File: src/rtl/gate_response_misr_if.sv
// rtl/gate_response_misr_if.sv - response handshake between the netlist driver and the MISR
//
// Purpose: carries one netlist response vector per pattern with a valid/ready
// handshake. A response transfers on a cycle where resp_valid_i && resp_ready_o.
// Signals:
//   resp_i        RESP_W  response vector from the netlist under test
//   resp_valid_i  1       resp_i holds a valid pattern response
//   resp_ready_o  1       the capture stage accepts a response this cycle
// Modports: master (netlist/driver side), slave (capture stage side).
interface gate_response_misr_if #(
  parameter int RESP_W = 10
);
  logic [RESP_W-1:0] resp_i;
  logic              resp_valid_i;
  logic              resp_ready_o;

  modport master (
    output resp_i,
    output resp_valid_i,
    input  resp_ready_o
  );

  modport slave (
    input  resp_i,
    input  resp_valid_i,
    output resp_ready_o
  );
endinterface

File: src/rtl/gate_response_misr.sv
// rtl/gate_response_misr.sv - MISR compaction of netlist responses over a programmed run
//
// Purpose: compacts one RESP_W-bit response per accepted pattern into a SIG_W-bit
// multiple-input signature register and presents the final signature after
// num_patterns_i accepts.
// Optional feature macro: GOLDEN_CMP_EN (adds golden_i and pass_o).
// Ports:
//   clk             in   1      rising-edge clock
//   rst             in   1      synchronous active-high reset
//   start_i         in   1      begin a run (ignored while a run is in progress)
//   num_patterns_i  in   CNT_W  patterns per run, latched on start
//   resp_if         slave       response handshake (resp_i, resp_valid_i, resp_ready_o)
//   busy_o          out  1      run in progress
//   done_o          out  1      run complete, signature_o final
//   count_o         out  CNT_W  responses accepted in the current run
//   signature_o     out  SIG_W  current MISR contents
//   golden_i        in   SIG_W  expected signature (GOLDEN_CMP_EN)
//   pass_o          out  1      final signature matched golden_i (GOLDEN_CMP_EN)
module gate_response_misr #(
  parameter int               RESP_W = 10,
  parameter int               SIG_W  = 16,
  parameter logic [SIG_W-1:0] POLY   = 16'h1021,
  parameter logic [SIG_W-1:0] SEED   = 16'h0000,
  parameter int               CNT_W  = 16
) (
  input  logic                 clk,
  input  logic                 rst,
  input  logic                 start_i,
  input  logic [CNT_W-1:0]     num_patterns_i,
  gate_response_misr_if.slave  resp_if,
  output logic                 busy_o,
  output logic                 done_o,
  output logic [CNT_W-1:0]     count_o,
`ifdef GOLDEN_CMP_EN
  input  logic [SIG_W-1:0]     golden_i,
  output logic                 pass_o,
`endif
  output logic [SIG_W-1:0]     signature_o
);

  localparam logic [1:0] IDLE = 2'd0;
  localparam logic [1:0] RUN  = 2'd1;
  localparam logic [1:0] DONE = 2'd2;

  localparam logic [CNT_W-1:0] CNT_ONE = {{(CNT_W-1){1'b0}}, 1'b1};

  logic [1:0]       state_q, state_d;
  logic [SIG_W-1:0] sig_q, sig_d;
  logic [CNT_W-1:0] cnt_q, cnt_d;
  logic [CNT_W-1:0] num_q, num_d;
  logic [SIG_W-1:0] resp_ext;
  logic             start_take;
  logic             accept;

  // A zero-length run spends one cycle in RUN without accepting anything,
  // so ready is held low for it.
  assign resp_if.resp_ready_o = (state_q == RUN) && (num_q != '0);
  assign accept               = resp_if.resp_ready_o && resp_if.resp_valid_i;
  assign start_take           = (state_q != RUN) && start_i;

  always_comb begin
    resp_ext                = '0;
    resp_ext[RESP_W-1:0]    = resp_if.resp_i;
  end

  always_comb begin
    state_d = state_q;
    sig_d   = sig_q;
    cnt_d   = cnt_q;
    num_d   = num_q;
    case (state_q)
      IDLE, DONE: begin
        if (start_i) begin
          state_d = RUN;
          sig_d   = SEED;
          cnt_d   = '0;
          num_d   = num_patterns_i;
        end
      end
      RUN: begin
        if (num_q == '0) begin
          state_d = DONE;
        end else if (accept) begin
          sig_d = {sig_q[SIG_W-2:0], 1'b0} ^ (sig_q[SIG_W-1] ? POLY : '0) ^ resp_ext;
          cnt_d = cnt_q + CNT_ONE;
          if (cnt_q == num_q - CNT_ONE) begin
            state_d = DONE;
          end
        end
      end
      default: state_d = IDLE;
    endcase
  end

  always_ff @(posedge clk) begin
    if (rst) begin
      state_q <= IDLE;
      sig_q   <= SEED;
      cnt_q   <= '0;
      num_q   <= '0;
    end else begin
      state_q <= state_d;
      sig_q   <= sig_d;
      cnt_q   <= cnt_d;
      num_q   <= num_d;
    end
  end

`ifdef GOLDEN_CMP_EN
  logic pass_q, pass_d;

  // The verdict is taken against the signature that DONE will hold, using
  // golden_i as sampled on the entry edge.
  always_comb begin
    pass_d = pass_q;
    if (start_take) begin
      pass_d = 1'b0;
    end else if ((state_q == RUN) && (state_d == DONE)) begin
      pass_d = (sig_d == golden_i);
    end
  end

  always_ff @(posedge clk) begin
    if (rst) begin
      pass_q <= 1'b0;
    end else begin
      pass_q <= pass_d;
    end
  end

  assign pass_o = pass_q;
`endif

  assign busy_o      = (state_q == RUN);
  assign done_o      = (state_q == DONE);
  assign count_o     = cnt_q;
  assign signature_o = sig_q;

endmodule

File: src/flat_wrapper.sv
// flat-port wrapper written by rule: the top's interface ports become plain ports
module gate_response_misr_flat 
#(
  parameter int               RESP_W = 10,
  parameter int               SIG_W  = 16,
  parameter logic [SIG_W-1:0] POLY   = 16'h1021,
  parameter logic [SIG_W-1:0] SEED   = 16'h0000,
  parameter int               CNT_W  = 16
)
  (clk, rst, start_i, num_patterns_i, busy_o, done_o, count_o, signature_o, resp_if_resp_i, resp_if_resp_valid_i, resp_if_resp_ready_o);
  gate_response_misr_if #(.RESP_W(RESP_W)) resp_if_i ();
  input  logic clk;
  input  logic rst;
  input  logic start_i;
  input  logic [CNT_W-1:0] num_patterns_i;
  output logic busy_o;
  output logic done_o;
  output logic [CNT_W-1:0] count_o;
  output logic [SIG_W-1:0] signature_o;
  input wire logic [$bits(resp_if_i.resp_i)-1:0] resp_if_resp_i;
  input wire logic [$bits(resp_if_i.resp_valid_i)-1:0] resp_if_resp_valid_i;
  output wire logic [$bits(resp_if_i.resp_ready_o)-1:0] resp_if_resp_ready_o;
  assign resp_if_i.resp_i = resp_if_resp_i;
  assign resp_if_i.resp_valid_i = resp_if_resp_valid_i;
  assign resp_if_resp_ready_o = resp_if_i.resp_ready_o;
  gate_response_misr #(.RESP_W(RESP_W), .SIG_W(SIG_W), .POLY(POLY), .SEED(SEED), .CNT_W(CNT_W)) u_core (.clk(clk), .rst(rst), .start_i(start_i), .num_patterns_i(num_patterns_i), .resp_if(resp_if_i), .busy_o(busy_o), .done_o(done_o), .count_o(count_o), .signature_o(signature_o));
endmodule
File: config.mk
export PLATFORM = sky130hd
export DESIGN_NAME = gate_response_misr_flat
export DESIGN_NICKNAME = d
export VERILOG_FILES = /design/src/rtl/gate_response_misr_if.sv /design/src/rtl/gate_response_misr.sv /design/src/flat_wrapper.sv
export SDC_FILE = /design/constraint.sdc
export NUM_CORES = 1
export LEC_CHECK = 0
export ABC_AREA = 0
export BUFFER_PORTS_ARGS = -buffer_cell sky130_fd_sc_hd__buf_4
export CORE_AREA = 2 2 91 93
export CTS_BUF_LIST = sky130_fd_sc_hd__clkbuf_16
export DETAILED_ROUTE_END_ITERATION = 7
export DIE_AREA = 0 0 93 95
export GPL_TIMING_DRIVEN = 0
export SLEW_MARGIN = 40
export SYNTH_ARGS = -nofsm -noshare
export SYNTH_HDL_FRONTEND = slang
export SYNTH_SLANG_ARGS = --single-unit
File: constraint.sdc
create_clock -name clk -period 6.1 [get_ports clk]
set_input_delay 1.22 -clock clk [delete_from_list [all_inputs] [get_ports clk]]
set_output_delay 1.22 -clock clk [all_outputs]
set_load 0.01 [all_outputs]
==> impl_metrics.ini, run 1 <==
[run_status]
outcome = finished clean

[sta]
worst_pin_slew_ns = 0.615
clock_skew_ns = 0.00499
finalHoldViolCount = 0
slew_headroom_pct = 58.9
finalMaxSlewViolations = 0
holdWs_ns = 0.474
max_clock_freq_ghz = 0.313
period_minus_slack_ns = 3.20
min_period_over_period_pct = 52.4
finalSetupViolCount = 0
grt_setup_unrepaired = false
fin_tns_setup_ns = 0

[layout]
areaGrowthSynthToFinish_pct = 29.1
layout.nets = 438
fillers = 832
regArea_sq_mm = 0.00100
drive_above_1_share_pct = 20.2
multi_input_area_sq_mm = 0.00156
antenna_cells = 0

[clock_network]
cts-buffers-inserted = 5
hold_buffers = 0
clockBufferDepth = 2
cts_resized = 0
clock-sinks = 50
post_cts_buffers = 0
cts_tree = done
worstSkewPairLatency_ns = 0.29
cts.clk_slew.worst_paths_ns = 0.06
htreeDepth = 2
clockRootBuffer = clkbuf_16

[worst_setup_path]
path_class = flip-flop to output pin
cp-end-kind = output pin
cp_cell_sequence = inv_1, ha_1, nor4b_1, nand4b_1, o31a_1, buf_4
startpoint_type = flip-flop
slowest_stage = dfxtp_1
crit_fanout = 5
crit_path_start = u_core.num_q[0]$_SDFFE_PP0P_
arrival_ns = 1.98
r2r-start = u_core.num_q[0]$_SDFFE_PP0P_
slowest_delay_ns = 0.37
required_ns = 4.88

[min_path]
min_from = u_core.signature_o[12]$_SDFFE_PP0P_
hp-class = flip-flop to flip-flop

[die]
die_w_um = 93
fp.dieArea_sq_mm = 0.00884
core_sq_mm = 0.00793
rows = 33
fp.dieH_um = 95
start_util_pct = 33.4
ios = 65

[synthesis]
ys_seq_area_share_pct = 37.8
ys_top_cells_by_area = dfxtp_1 (38%), nand2_1 (8.1%), a21oi_1 (7.4%)
async_flop_share_pct = 0
yosysUniqueCellTypes = 44
synth.most_common_cell = nand2_1
synth_cells = 334
synth-edff-count = 0
synth_common_cells = nand2_1 (57), dfxtp_1 (50), a21oi_1 (39), nor2_1 (26), xnor2_1 (22)
synth_warnings = 0
syn_area_per_cell_sq_um = 7.93
ys_ff_latch = 50
syn-num-nets = 367
ys.flop_type = dfxtp_1
yosys.area.top_type = dfxtp_1
yosysTopAreaCellShare_pct = 37.8
synth_area_sq_mm = 0.00265

[global_routing]
grt_remaining_overflow = 0
grt_max_degree = 15
antenna_found_initial = 0
grt_usage_pct = 17.4
grt_pass1_wl_um = 12000
first_global_vias = 2490

[placed_design]
detailed_place_hpwl_um = 5640
io_buffers = 64
gp_congestion = 0.855

[flow_run]
cap_violations = 0

[drt]
initialDrtViolationCount = 211
drcViolationCount = 0
routed_wl_um = 7370
drtPass1Iterations = 4
antenna_left = 0
wl_per_cell_um = 14.5
num_vias = 2578
vias_per_cell = 5.05

[pwr]
cellPowerDensity_mw_per_mm2 = 236
leakage_nw = 1.31
ir_drop_mv = 0.116
==> cells by family after synthesis <==
logic type	Yosys count	synth area share [%]
compound gates	69	16.1
flops	50	37.8
buf+inv	24	3.49
xor+xnor	43	14.2
mux	1	0.378
simple gates	144	26.7
fa+ha+maj	3	1.42
==> cell type report <==
class | instances | area share (%)
Buffer | 19 | 2.16
Clock buffer | 5 | 3.66
Clock inverter | 2 | 0.988
Inverter | 5 | 0.549
Multi-Input combinational cell | 260 | 45.5
Sequential cell | 50 | 29.3
Tap cell | 105 | 3.84
Timing Repair Buffer | 64 | 14.0
==> cell usage in the layout (no fill, tap or decap), types with 7 or more instances in the layout <==
cell type,synthesis,final
dfxtp_1,50,50
clkbuf_1,17,17
a21oi_1,39,39
xor2_1,21,21
o21ai_0,7,7
buf_4,0,64
nand3_1,21,21
nor2b_1,7,7
xnor2_1,22,22
a211oi_1,8,8
nor2_1,26,26
nand2_1,57,57
==> registers in the layout, indices dropped and copies added, names as in the netlist <==
register            cells
u_core.count_o         16
u_core.num_q           16
u_core.signature_o     16
u_core.state_q          2
==> per-stage QoR <==
step / power (mW) / cells / setup slack (ns) / utilization (%) / area [sq um]
2_1_floorplan: 0.453 / 334 / 3.61 / - / 2650
3_3_place_gp: 0.502 / 503 / 3.25 / 41.1 / 3260
3_5_place_dp: 0.504 / 503 / 3.23 / 41.1 / 3260
4_1_cts: 0.813 / 510 / 2.93 / 43.2 / 3420
5_1_grt: 0.846 / 510 / 2.74 / 43.2 / 3420
6_report: 0.807 / 510 / 2.90 / 43.2 / 3420
==> routing by layer <==
metal  GRT usage [%]  vias up  share of wire (%)
met5               0        -                  0
met4            4.29        0                1.1
met3            5.11        7                7.3
met2            29.3       73                 47
met1            21.9     1199                 45
li1                -     1299                  -
==> worst paths after layout <==
kind | slack (ns) | cells past startpoint | endpoint
max | 2.90 | 6 | resp_if_resp_ready_o
min | 0.47 | 2 | u_core.signature_o[12]$_SDFFE_PP0P_
max reg2reg | 3.52 | 9 | u_core.signature_o[2]$_SDFFE_PP0P_
min reg2reg | 0.47 | 2 | u_core.signature_o[12]$_SDFFE_PP0P_
==> critical path, delay by kind of cell (launching register included) <==
kind	cells	cell delay, ns
simple gates	2	0.57
flops	1	0.37
compound gates	1	0.34
buf+inv	2	0.25
fa+ha+maj	1	0.15
==> power by group <==
| part | leakage (nW) | internal (mW) | switching (mW) | total, mW |
|---|---|---|---|---|
| clock | 0.0773 | 0.190 | 0.121 | 0.311 |
| combinational | 0.828 | 0.0628 | 0.0825 | 0.145 |
| sequential | 0.406 | 0.337 | 0.0131 | 0.351 |
| total | 1.31 | 0.590 | 0.216 | 0.807 |
(Power assumes the default switching activity.)
==> inputs of run 2 (changes only) <==
- clock period: 6.1 -> 2.6 ns (I/O delays scaled with it)
==> run 2 against run 1 <==
Net effect: core utilization is 0.68 points higher; register-to-register slack worse by 3.3 ns; wire length is 2.4% higher; hold slack worse by 0.00091 ns.
==> impl_metrics.ini, run 2 (synthesis gave the netlist of run 1 again) <==
[run_status]
outcome = finished clean

[placed_design]
dp_cells = 503
dp_slack_ns = 0.0708
io_buffers = 64
gp_congestion = 0.855
detailed_place_hpwl_um = 5640

[clock_network]
clockBufferDepth = 2
cts.clk_slew.worst_paths_ns = 0.06
clockRootBuffer = clkbuf_16
htreeDepth = 2
cts-buffers-inserted = 5
clock-sinks = 50
cts_tree = done
worstSkewPairLatency_ns = 0.29

[drt]
routed_wl_um = 7550
num_vias = 2601
wl_per_cell_um = 14.7
initialDrtViolationCount = 142
drtPass1Iterations = 4
drcViolationCount = 0
antenna_left = 0
vias_per_cell = 5.06

[sta]
worst_pin_slew_ns = 0.587
finalMaxSlewViolations = 0
finalHoldViolCount = 0
max_clock_freq_ghz = 0.413
clock_skew_ns = 0.00414
period_minus_slack_ns = 2.42
min_period_over_period_pct = 93.2
fin_ws_ns = 0.178
finalSetupViolCount = 0
slew_headroom_pct = 60.5

[die]
rows = 33
fp.dieH_um = 95
fp.dieArea_sq_mm = 0.00884
core_sq_mm = 0.00793
start_util_pct = 33.4
ios = 65
die_w_um = 93

[worst_setup_path]
r2r.worst_path.cells = 8
arrival_ns = 2.58
path_class = flip-flop to flip-flop
crit_fanout = 10
cp-end-kind = flip-flop
cp_num_cells = 8
slowest_delay_ns = 0.45
required_ns = 2.76
cpLargestDelayFamily = simple AND/OR/NAND/NOR gates
critPathBufInv = 2
slowest_stage = nor4_4
cp_cell_sequence = nor4_4, nand4b_1, buf_4, o311ai_4, nand2_1, clkbuf_1, nand3_1, a21oi_1
startpoint_type = flip-flop

[pwr]
cellPowerDensity_mw_per_mm2 = 550
ir_drop_mv = 0.273
power.total_mw = 1.91
leakage_nw = 1.33

[layout]
fin_cells = 514
layout_common_cells = buf_4 (68), nand2_1 (57), dfxtp_1 (50)
drive_above_1_share_pct = 21.5
layout.nets = 442
layout_commonest_cell = buf_4
areaGrowthSynthToFinish_pct = 31.1
antenna_cells = 0

[global_routing]
grt_usage_pct = 17.4
grt_pass1_wl_um = 12000
first_global_vias = 2490
grt_max_degree = 15
grt_remaining_overflow = 0
antenna_found_initial = 0

[min_path]
hp-class = flip-flop to flip-flop
min_path_cells = 2

[flow_run]
cap_violations = 0
run 2: cell types whose count changed in the layout (fill, tap and decap cells not counted), sizes merged:
cell and delta:
buf +4
run 2: area by class of cell:
class                   instances  area (sq um)
fillers                       834          4450
multi-input cells             260          1580
flip-flops and latches         50          1000
repair buffers                 68           510
well taps                     105           131
clock buffers                   5           125
plain buffers                  19          73.8
clock inverters                 2          33.8
inverters                       5          18.8
run 2: per-stage QoR:
| stage | setup TNS, ns | hold slack (ns) | util, % | instance area (sq um) |
|---|---|---|---|---|
| after floorplan | 0 | 0.456 | - | 2650 |
| final | 0 | 0.473 | 43.8 | 3470 |
| after global routing | -0.0108 | 0.475 | 43.8 | 3470 |
| after global placement | 0 | 0.464 | 41.1 | 3260 |
| after detailed placement | 0 | 0.467 | 41.1 | 3260 |
| after CTS | 0 | 0.473 | 43.2 | 3420 |
run 2: per-layer routing:
metal	up-vias	wire length (um)	GRT usage, %
met5	-	0	0
met4	0	85	4.29
met3	7	442	5.11
met2	65	3550	29.3
met1	1225	3470	21.9
li1	1304	-	-
run 2: worst paths after layout:
| path | startpoint | endpoint | slack [ns] |
|---|---|---|---|
| worst max-delay path | u_core.num_q[8]$_SDFFE_PP0P_ | u_core.signature_o[2]$_SDFFE_PP0P_ | 0.18 |
| worst min-delay path | u_core.signature_o[12]$_SDFFE_PP0P_ | u_core.signature_o[12]$_SDFFE_PP0P_ | 0.47 |
| worst max register to register | u_core.num_q[8]$_SDFFE_PP0P_ | u_core.signature_o[2]$_SDFFE_PP0P_ | 0.18 |
| worst min register to register | u_core.signature_o[12]$_SDFFE_PP0P_ | u_core.signature_o[12]$_SDFFE_PP0P_ | 0.47 |
run 2: worst min-delay path, delay by kind of cell (launching register included):
kind	cells	cell delay [ns]
flip-flops	1	0.32
AND/OR/NAND/NOR	1	0.06
AO/OA/AOI/OAI	1	0.05
run 2: report_power, final:
part	total (mW)	switching (mW)	internal (mW)
clock	0.724	0.279	0.445
combinational	0.362	0.202	0.160
sequential	0.824	0.0320	0.792
total	1.91	0.513	1.40
run 2: repair_timing:
| action | in CTS | in global routing |
|---|---|---|
| resized for setup | 0 | 4 |
| endpoints found under the setup margin | 0 | 26 |
| setup buffers | 0 | 4 |
| hold buffers | 0 | 0 |
